**src/rtl/argmax_pkg.sv**
```systemverilog
// Shared types and width helpers for the argmax frame source.
// Default parameter values live here so the top and the bench agree on them.
package argmax_pkg;

   typedef enum logic [1:0] {
      FILL     = 2'd0,
      STREAM   = 2'd1,
      WAIT_RES = 2'd2
   } state_e;

   localparam int DEF_BUFFER_LENGTH  = 10;
   localparam int DEF_INDEX_BITS     = 4;
   localparam int DEF_OUT_MAX_BITS   = 4;
   localparam int DEF_I_BITS         = 12;
   localparam int DEF_Q_BITS         = 12;
   localparam int DEF_TIMEOUT_CYCLES = 64;
   localparam int DEF_COUNT_BITS     = 16;

   function automatic int sample_bits(input int ib, input int qb);
      return ib + qb;
   endfunction

   // One extra bit so the counter can hold timeout_cycles-1 for any value.
   function automatic int tmo_bits(input int cycles);
      return $clog2(cycles) + 1;
   endfunction

endpackage

```
**src/rtl/frame_sample_ram.sv**
```systemverilog
// Register-array frame buffer: one synchronous write port, one registered read
// port whose output holds whenever re is low.
module frame_sample_ram
   import argmax_pkg::*;
#(
   parameter int DEPTH = DEF_BUFFER_LENGTH,
   parameter int AW    = DEF_INDEX_BITS,
   parameter int DW    = sample_bits(DEF_I_BITS, DEF_Q_BITS)
) (
   input  logic          clk,
   input  logic          rst_n,
   input  logic          we,
   input  logic [AW-1:0] waddr,
   input  logic [DW-1:0] wdata,
   input  logic          re,
   input  logic [AW-1:0] raddr,
   output logic [DW-1:0] rdata
);

   logic [DW-1:0] mem [DEPTH];

   // Storage is deliberately not reset; every frame rewrites all entries.
   always_ff @(posedge clk) begin
      if (we) begin
         mem[waddr] <= wdata;
      end
   end

   always_ff @(posedge clk) begin
      if (!rst_n) begin
         rdata <= '0;
      end else if (re) begin
         rdata <= mem[raddr];
      end
   end

endmodule

```
**src/rtl/argmax_frame_source.sv**
```systemverilog
// Captures one frame of I/Q samples, replays it on a valid/ready stream toward
// argmax, then waits (bounded) for the peak result and latches it.
module argmax_frame_source
   import argmax_pkg::*;
#(
   parameter int buffer_length  = DEF_BUFFER_LENGTH,
   parameter int index_bits     = DEF_INDEX_BITS,
   parameter int out_max_bits   = DEF_OUT_MAX_BITS,
   parameter int i_bits         = DEF_I_BITS,
   parameter int q_bits         = DEF_Q_BITS,
   parameter int timeout_cycles = DEF_TIMEOUT_CYCLES,
   parameter int count_bits     = DEF_COUNT_BITS
) (
   input  logic                    clk,
   input  logic                    rst_n,
   input  logic                    wr_valid,
   input  logic [i_bits-1:0]       wr_i,
   input  logic [q_bits-1:0]       wr_q,
   output logic                    wr_ready,
   output logic                    m_axis_tvalid,
   output logic [i_bits-1:0]       xi,
   output logic [q_bits-1:0]       xq,
   output logic                    m_axis_tlast,
   input  logic                    s_axis_tready,
   input  logic                    res_valid,
   input  logic [out_max_bits-1:0] res_max,
   input  logic [index_bits-1:0]   res_index,
   output logic                    peak_valid,
   output logic [out_max_bits-1:0] peak_max,
   output logic [index_bits-1:0]   peak_index,
   output logic [count_bits-1:0]   frame_count,
   output logic                    timeout_err,
   output logic [1:0]              fsm_state
);

   localparam int SW = sample_bits(i_bits, q_bits);
   localparam int TW = tmo_bits(timeout_cycles);

   localparam logic [1:0] S_FILL   = FILL;
   localparam logic [1:0] S_STREAM = STREAM;
   localparam logic [1:0] S_WAIT   = WAIT_RES;

   localparam logic [index_bits-1:0] LAST_IDX = index_bits'(buffer_length - 1);
   localparam logic [TW-1:0]         TMO_LAST = TW'(timeout_cycles - 1);

   logic [1:0]            state, state_nx;
   logic [index_bits-1:0] wr_ptr, rd_ptr, raddr;
   logic [TW-1:0]         tmo_cnt;
   logic [SW-1:0]         rdata;
   logic                  wr_fire, last_wr, rd_fire, last_rd, tmo_hit, res_take, re;

   // Handshakes: a beat moves on a rising edge where valid and ready are both
   // high; the source never drops valid or changes data until that edge.
   assign wr_fire  = wr_valid & wr_ready & (state == S_FILL) & rst_n;
   assign last_wr  = wr_fire & (wr_ptr == LAST_IDX);
   assign rd_fire  = m_axis_tvalid & s_axis_tready;
   assign last_rd  = rd_fire & m_axis_tlast;
   assign tmo_hit  = (tmo_cnt == TMO_LAST);
   assign res_take = (state == S_WAIT) & res_valid;

   assign m_axis_tvalid = (state == S_STREAM);
   assign m_axis_tlast  = (state == S_STREAM) & (rd_ptr == LAST_IDX);
   assign fsm_state     = state;

   // Prefetch entry 0 on the last write so the first beat is ready immediately.
   assign re    = last_wr | (rd_fire & ~last_rd);
   assign raddr = last_wr ? '0 : rd_ptr + 1'b1;

   always_comb begin
      state_nx = state;
      case (state)
         S_FILL:   if (last_wr) state_nx = S_STREAM;
         S_STREAM: if (last_rd) state_nx = S_WAIT;
         S_WAIT:   if (res_valid || tmo_hit) state_nx = S_FILL;
         default:  state_nx = S_FILL;
      endcase
   end

   always_ff @(posedge clk) begin
      if (!rst_n) begin
         state    <= S_FILL;
         wr_ready <= 1'b0;
         wr_ptr   <= '0;
         rd_ptr   <= '0;
         tmo_cnt  <= '0;
      end else begin
         state    <= state_nx;
         wr_ready <= (state_nx == S_FILL);
         if (last_wr) begin
            wr_ptr <= '0;
            rd_ptr <= '0;
         end else if (wr_fire) begin
            wr_ptr <= wr_ptr + 1'b1;
         end
         if (last_rd) begin
            rd_ptr  <= '0;
            tmo_cnt <= '0;
         end else if (rd_fire) begin
            rd_ptr <= rd_ptr + 1'b1;
         end else if (state == S_WAIT) begin
            tmo_cnt <= tmo_cnt + 1'b1;
         end
      end
   end

   // A result on the expiry cycle wins over the timeout.
   always_ff @(posedge clk) begin
      if (!rst_n) begin
         peak_valid  <= 1'b0;
         peak_max    <= '0;
         peak_index  <= '0;
         frame_count <= '0;
         timeout_err <= 1'b0;
      end else begin
         peak_valid <= res_take;
         if (res_take) begin
            peak_max    <= res_max;
            peak_index  <= res_index;
            frame_count <= frame_count + 1'b1;
         end else if ((state == S_WAIT) && tmo_hit) begin
            timeout_err <= 1'b1;
         end
      end
   end

   frame_sample_ram #(
      .DEPTH (buffer_length),
      .AW    (index_bits),
      .DW    (SW)
   ) u_ram (
      .clk   (clk),
      .rst_n (rst_n),
      .we    (wr_fire),
      .waddr (wr_ptr),
      .wdata ({wr_i, wr_q}),
      .re    (re),
      .raddr (raddr),
      .rdata (rdata)
   );

   assign xi = rdata[SW-1:q_bits];
   assign xq = rdata[q_bits-1:0];

endmodule

```
**config.mk**
```make
export PLATFORM = sky130hd
export DESIGN_NAME = argmax_frame_source
export DESIGN_NICKNAME = d
export VERILOG_FILES = /design/src/rtl/argmax_pkg.sv /design/src/rtl/frame_sample_ram.sv /design/src/rtl/argmax_frame_source.sv
export SDC_FILE = /design/constraint.sdc
export NUM_CORES = 1
export LEC_CHECK = 0
export ABC_AREA = 1
export BUFFER_PORTS_ARGS = -buffer_cell sky130_fd_sc_hd__buf_2
export CAP_MARGIN = 0
export CORE_ASPECT_RATIO = 0.7
export CORE_UTILIZATION = 25
export CTS_BUF_LIST = sky130_fd_sc_hd__clkbuf_8
export CTS_CLUSTER_SIZE = 25
export DETAILED_ROUTE_END_ITERATION = 8
export PLACE_DENSITY = 0.46
export SLEW_MARGIN = 10
export SYNTH_ARGS = -nofsm -noshare
export SYNTH_HDL_FRONTEND = slang
export SYNTH_SLANG_ARGS = --single-unit
```
**constraint.sdc**
```tcl
create_clock -name clk -period 2.7 [get_ports clk]
set_input_delay 0.135 -clock clk [delete_from_list [all_inputs] [get_ports clk]]
set_output_delay 0.135 -clock clk [all_outputs]
set_load 0.03 [all_outputs]
```
# After elaboration in Yosys (flattened, before gate mapping)
# Memory sizes are Yosys's and may differ from the RTL's. A register that Yosys moved wholly into a read port is not among the register bits.
# Cells that the tools add are included.
[totals]
memories = 1
mem_bits_rw = 240
latch_bits = 0
regBits = 44
rom_bits = 0
wordCells = 53
[classes]
bitwise_logic = 14
n_eq_ne = 5
n_div = 0
n_mux = 9
magnitude_cmp = 0
mul = 0
shift = 0
n_addsub = 4
reduce_logical = 10
[mem_list]
columns = ["name", "words", "word_bits", "read_ports", "rd_ports_with_merged_regs", "wr", "line_no", "rtl"]
rows = [
  ["u_ram.mem", 10, 24, 1, 1, 1, "frame_sample_ram.sv:20", "logic [DW-1:0] mem [DEPTH];"],
]
[op_table]
columns = ["op", "count"]
rows = [
  ["$add A16 B1 Y16 const B", 1],
  ["$mux W4", 3],
  ["$and A1 B1 Y1", 9],
  ["$add A4 B1 Y4 const B", 2],
  ["$eq A4 B4 Y1 const B", 2],
  ["$add A7 B1 Y7 const B", 1],
  ["$eq A7 B6 Y1 const B", 1],
  ["$mux W2", 3],
  ["$pmux W2 S3", 1],
  ["$logic_not A2 Y1", 2],
  ["$not A1 Y1", 4],
  ["$reduce_and A2 Y1", 2],
  ["$reduce_or A2 Y1", 2],
  ["$eq A2 B1 Y1 const B", 1],
  ["$eq A2 B2 Y1 const B", 1],
  ["$mux W1", 2],
  ["$reduce_bool A2 Y1", 1],
  ["$logic_and A1 B1 Y1", 1],
  ["$logic_not A1 Y1", 1],
  ["$logic_or A1 B1 Y1", 1],
  ["$or A1 B1 Y1", 1],
]

# Depth between registers and ports, before layout
[logic_depth]
depth_word = 7
mapped_depth = 13

# Modules after synthesis
# From an unflattened synthesis, not the netlist that was laid out.
[hier_totals]
cells_unflattened = 1302
hier_area_um2 = 12899.9
[modules_own_cells]
columns = ["mod", "cells_per_inst", "n_inst", "area_each_um2", "seq_area_each_um2"]
rows = [
  ["frame_sample_ram", 1015, 1, 10819.1, 7687.4],
  ["argmax_frame_source", 287, 1, 2080.7, 880.8],
]

# Worst setup path before layout
# Ideal clock, no wire load.
[synth_path]
path_kind = "register -> register"
startpoint = "register wr_ready"
endpoint = "memory u_ram.mem[1][0] (netlist name), enable pin"
setup_slack_ns = -0.455
arrival_ns = 2.720
stages_incl_launch_ff = 5
path_buffers = 0
setup_time_ns = 0.435
path_cell_list = "dfxtp_1 > nand3_2 > nor2_8 > clkinv_1 > nor3_1"
[synth_between]
elab_chain_cells = 5
[synth_rtl]
columns = ["element", "line_no", "rtl"]
rows = [
  ["start: declaration", "argmax_frame_source.sv:19", "output logic wr_ready,"],
  ["start signal: assignment", "argmax_frame_source.sv:88", "wr_ready <= (state_nx == S_FILL);"],
  ["$and A1 B1 Y1 (3 in a row)", "argmax_frame_source.sv:54", "assign wr_fire = wr_valid & wr_ready & (state == S_FILL) & rst_n;"],
  ["$mux W1", "frame_sample_ram.sv:24", "if (we) begin"],
  ["$mux W1 (implied by the code)", "frame_sample_ram.sv:25", "mem[waddr] <= wdata;"],
  ["end: declaration", "frame_sample_ram.sv:20", ""],
]
# Every way passes these cells.

# Final worst setup path
[layout_path]
startpoint = "register wr_ptr[1]"
endpoint = "register u_ram.rdata[8], read port of u_ram.mem"
[layout_between]
elab_chain_cells = 3
word_cells_on_any_way = 4
classes_between = "eq/ne: 1; mux: 1; bitwise: 2"
[layout_rtl]
columns = ["element", "line_no", "rtl"]
rows = [
  ["start: declaration", "argmax_frame_source.sv:47", "logic [index_bits-1:0] wr_ptr, rd_ptr, raddr;"],
  ["start signal: assignment", "argmax_frame_source.sv:93", "wr_ptr <= wr_ptr + 1'b1;"],
  ["$eq A4 B4 Y1 *", "argmax_frame_source.sv:55", "assign last_wr = wr_fire & (wr_ptr == LAST_IDX);"],
  ["$and A1 B1 Y1 *", "argmax_frame_source.sv:55", ""],
  ["$mux W4 / $or A1 B1 Y1 (equally long branches)", "argmax_frame_source.sv:67, argmax_frame_source.sv:66", ""],
  ["end: declaration", "frame_sample_ram.sv:17", "output logic [DW-1:0] rdata"],
]
# Mark *: on every way between the ends. The rest lies on a longest branch, timed or not.
# A chain may end at the register's enable or synchronous reset.

==> summary by stage <==
Power
The portion of total power attributed to the clock network is a little over two fifths. The switching portion of total power is between 20% and 30%. Internal power comes to 7.41 mW. The switching power is around 2 mW.

The standby leakage power is 6.44 nW. The worst-case vdd ir drop is approximately 0.35 mV. The combinational group share of total power is 2.0%. The portion of total power attributed to sequential cells is 54.3%. The power density of the placed cells is around 600 mW/mm^2.

Worst hold path
The hold path depth is 4. For hold timing, the worst endpoint is peak_max[0]. The launch instance of the worst min-delay path is res_max[0]. In this run the worst hold path is classified as in -> reg.

Clock tree
The H-tree was split into 2 levels. The clock transition time at the flip-flop clock pins of the worst setup and hold paths is approximately 0.06 ns. The number of buffers inserted by hold repair at cts is 36. The clock sink count is just over 300.

The clock reaches the later pin of the worst-skew pair after roughly 0.61 ns. The root cell of the clock tree is clkbuf_8. The number of clock buffers added by TritonCTS is between 50 and 60. The post-cts gate resize count is 0. TritonCTS built the clock tree. The clock passes through at most 3 buffers. The post-CTS setup-driven buffer insertion count is 0.

Run status
The run finished, with violations left. The checks that failed: DRC.

GRT
The first global-routing pass estimated 53,500 um of wire. Entering global routing, the biggest net connects 80 pins. The number of global-route vias before repair is between 8,000 and 9,000.

Global routing consumed, over all layers together, 13.4% of the routing resources. The global route total overflow is 0. The number of antenna violations at the first check in global routing is 1.

Die
approximately 90 I/O pins were placed. The die span in y is slightly below 200 um. From left edge to right edge, the die measures ~270 um. The number of cell rows is between 60 and 70. The floorplan core area is between 0.05 and 0.06 mm^2. The initial core utilization is about a quarter. The die footprint is about 0.053 mm^2.

Worst setup path
The setup slack of the most critical reg-to-reg path is roughly 0.51 ns. The startpoint of the worst register-to-register path is wr_ptr[1]. Counting cells, the worst reg-to-reg path comes to 13. In this run the worst path has a maximum fanout of 59. The critical path launch point type is a register.

The endpoint type of the worst setup path is a register. The endpoint identified for the worst register-to-register timing path is u_ram.rdata[8]. At the worst endpoint, the arrival time is 2.69 ns. At the worst endpoint, the required time is roughly 3.2 ns. The critical path is of the reg -> reg type.

STA
Setup repair after global routing left no endpoint under its margin. For the pin with the worst max-slew slack, the measured transition is approximately 0.6 ns. Setup violations remaining at the end of the flow were counted as 0. The hold slack is approximately 0.36 ns. Dividing the final minimum period by the clock period gives between 80% and 90%.

The setup skew after layout is ~0.043 ns. The max-slew headroom at the worst pin is between 60 and 70%. The count of endpoints failing hold in the final timing report is 0. The final critical-path required period is between 2 and 2.5 ns. The number of max-slew violations in the final report was 0. The maximum frequency from static timing analysis is around 460 MHz.

The final worst setup slack is approximately 0.51 ns.

Drt
In the routed design, unresolved DRC markers number 4. The number of detailed-route iterations in the first pass is 7. The count of vias placed by the detailed router is between 9,000 and 10,000. The starting DRC count in detailed routing is a little under 600. The final layout contains routed wiring with a total length of 35,400 um. Dividing the detail-routed via count by the number of cells gives 4.32. Once detail routing completed, the nets flagged for antenna violations numbered 0.

The final routed wire length divided by cell count is 16.9 um.

Placement
The final RePlAce weighted congestion is roughly 0.73. The worst setup timing slack at the placement stage is roughly 0.46 ns. The detailed-placement wirelength estimate is approximately 19,000 um. Port buffering added 91 buffers.

Synthesis
During synthesis, Yosys emitted a total of 0 warnings. The sequential-to-total area share from yosys stat is ~66%. In this run the cell area of the synthesized design comes to between 0.01 and 0.015 mm^2. The cell count after synthesis came out at 1,235.

The register bit count reported by yosys is between 300 and 400. The net count of the mapped netlist is ~1,300. The average size of a mapped cell is around 11 um^2. In this run, distinct cell masters in the synthesized netlist total 36.

Finish
In the final layout, the share of cells above drive strength 1 is between 10% and 20%. The filler cells instantiated in the layout total between 5,000 and 6,000. From synthesis to final layout, the design area changed by 21.2%. The number of nets in the finished design is around 1,400. The number of antenna repair diodes is 0.

Job
The tool flagged a number of max-cap violations equal to 0.
## cells in the final DEF, fill, tap and decap left out, types with 36 or more instances in the layout
cell type and count:
a21oi_1 58, buf_2 91, clkbuf_8 57, dfxtp_1 67, dlygate4sd3_1 36, edfxtp_1 240
inv_1 194, nand2_1 136, nand3_1 197, nor2_1 119
## metal layers
metal | GRT usage [%] | wire (um)
met5 | 0 | 13
met4 | 3.18 | 575
met3 | 2.51 | 1450
met2 | 20.7 | 15600
met1 | 19.1 | 17800
## synthesized netlist by cell type (all sizes together)
cell,instances,area (um^2)
edfxtp,240,7210
nand3,198,996
inv,180,676
nand2,143,562
nor2,130,529
dfxtp,68,1360
a21oi,58,290
buf,45,254
o21ai,37,185
o31ai,25,188
nand3b,24,180
clkbuf,21,78.8
o2111ai,16,140
or2,16,100
nor3,9,50.1
ha,8,100
clkinv,3,11.3
nand4,3,18.8
o21a,3,22.5
xnor2,3,26.3
xor2,2,17.5
a21o,1,7.51
a31oi,1,6.26
nor3b,1,7.51
## state kept, by name, summed over array words and instances, names as in the netlist
signal / flops
u_ram.mem: 240
wr_ready: 1
peak_valid: 1
rd_ptr: 4
frame_count: 16
wr_ptr: 4
timeout_err: 1
peak_index: 4
fsm_state: 2
tmo_cnt: 7
peak_max: 4
u_ram.rdata: 24
## through the flow
step | power (mW) | utilization [%] | setup TNS [ns] | cell area [um^2] | std cells
after floorplan | 5.27 | - | -65.58 | 13000 | 1235
after global placement | 5.37 | 28.2 | 0 | 14400 | 1963
after detailed placement | 5.37 | 28.2 | 0 | 14400 | 1963
after CTS | 9.57 | 30.9 | 0 | 15800 | 2092
after global routing | 9.77 | 30.9 | 0 | 15800 | 2092
final | 9.43 | 30.9 | 0 | 15800 | 2092
## kinds of logic after synthesis
group                      share of synthesized area, %
AOI/OAI and AO/OA                                  6.45
DFF                                                65.8
and+or+nand+nor                                    18.8
buffers and inverters                              7.84
adders and majority gates                         0.769
xor gates and xnor gates                          0.337
## critical path: stages, from the launching register on
cell and delay [ns]:
dfxtp_1 0.40, inv_1 0.08, ha_1 0.18, inv_1 0.15, nor2_2 0.08, nand2_4 0.11, buf_12 0.30, nand2_1 0.14
inv_2 0.13, nor2_4 0.04, buf_12 0.20, o31ai_1 0.10, inv_1 0.06, a21oi_1 0.14
## power groups by stage
| stage | clock network (mW) | logic (mW) | registers, mW |
|---|---|---|---|
| global route | 4.44 | 0.207 | 5.12 |
| finish | 4.12 | 0.186 | 5.12 |
| detailed placement | 0 | 0.145 | 5.22 |
| floorplan | 0 | 0.0398 | 5.23 |
| CTS | 4.26 | 0.188 | 5.12 |
| global placement | 0 | 0.144 | 5.22 |
## how the worst max path moves through the flow
stage               startpoint               to  slack (ns)  cells past startpoint
finish               wr_ptr[1]   u_ram.rdata[8]        0.51                     13
CTS                  wr_ptr[1]   u_ram.rdata[8]        0.47                     13
detailed placement   wr_ptr[1]   u_ram.rdata[3]        0.46                     13
global route         wr_ptr[1]  u_ram.rdata[18]        0.26                     13
global placement     wr_ptr[1]   u_ram.rdata[3]        0.51                     13
floorplan             wr_ready  u_ram.mem[1][0]       -0.46                      4
## final cells by class
cell class                 instances  area, um^2  area share, %
clock buffer                      57         785           4.97
clock inverter                    36         233           1.48
inverter                         183         689           4.37
multi-input combinational        678        3470           22.0
sequential                       308        8570           54.3
tap                              674         843           5.35
timing repair buffer             156        1180           7.50
Power figures use the tool's default switching activity.
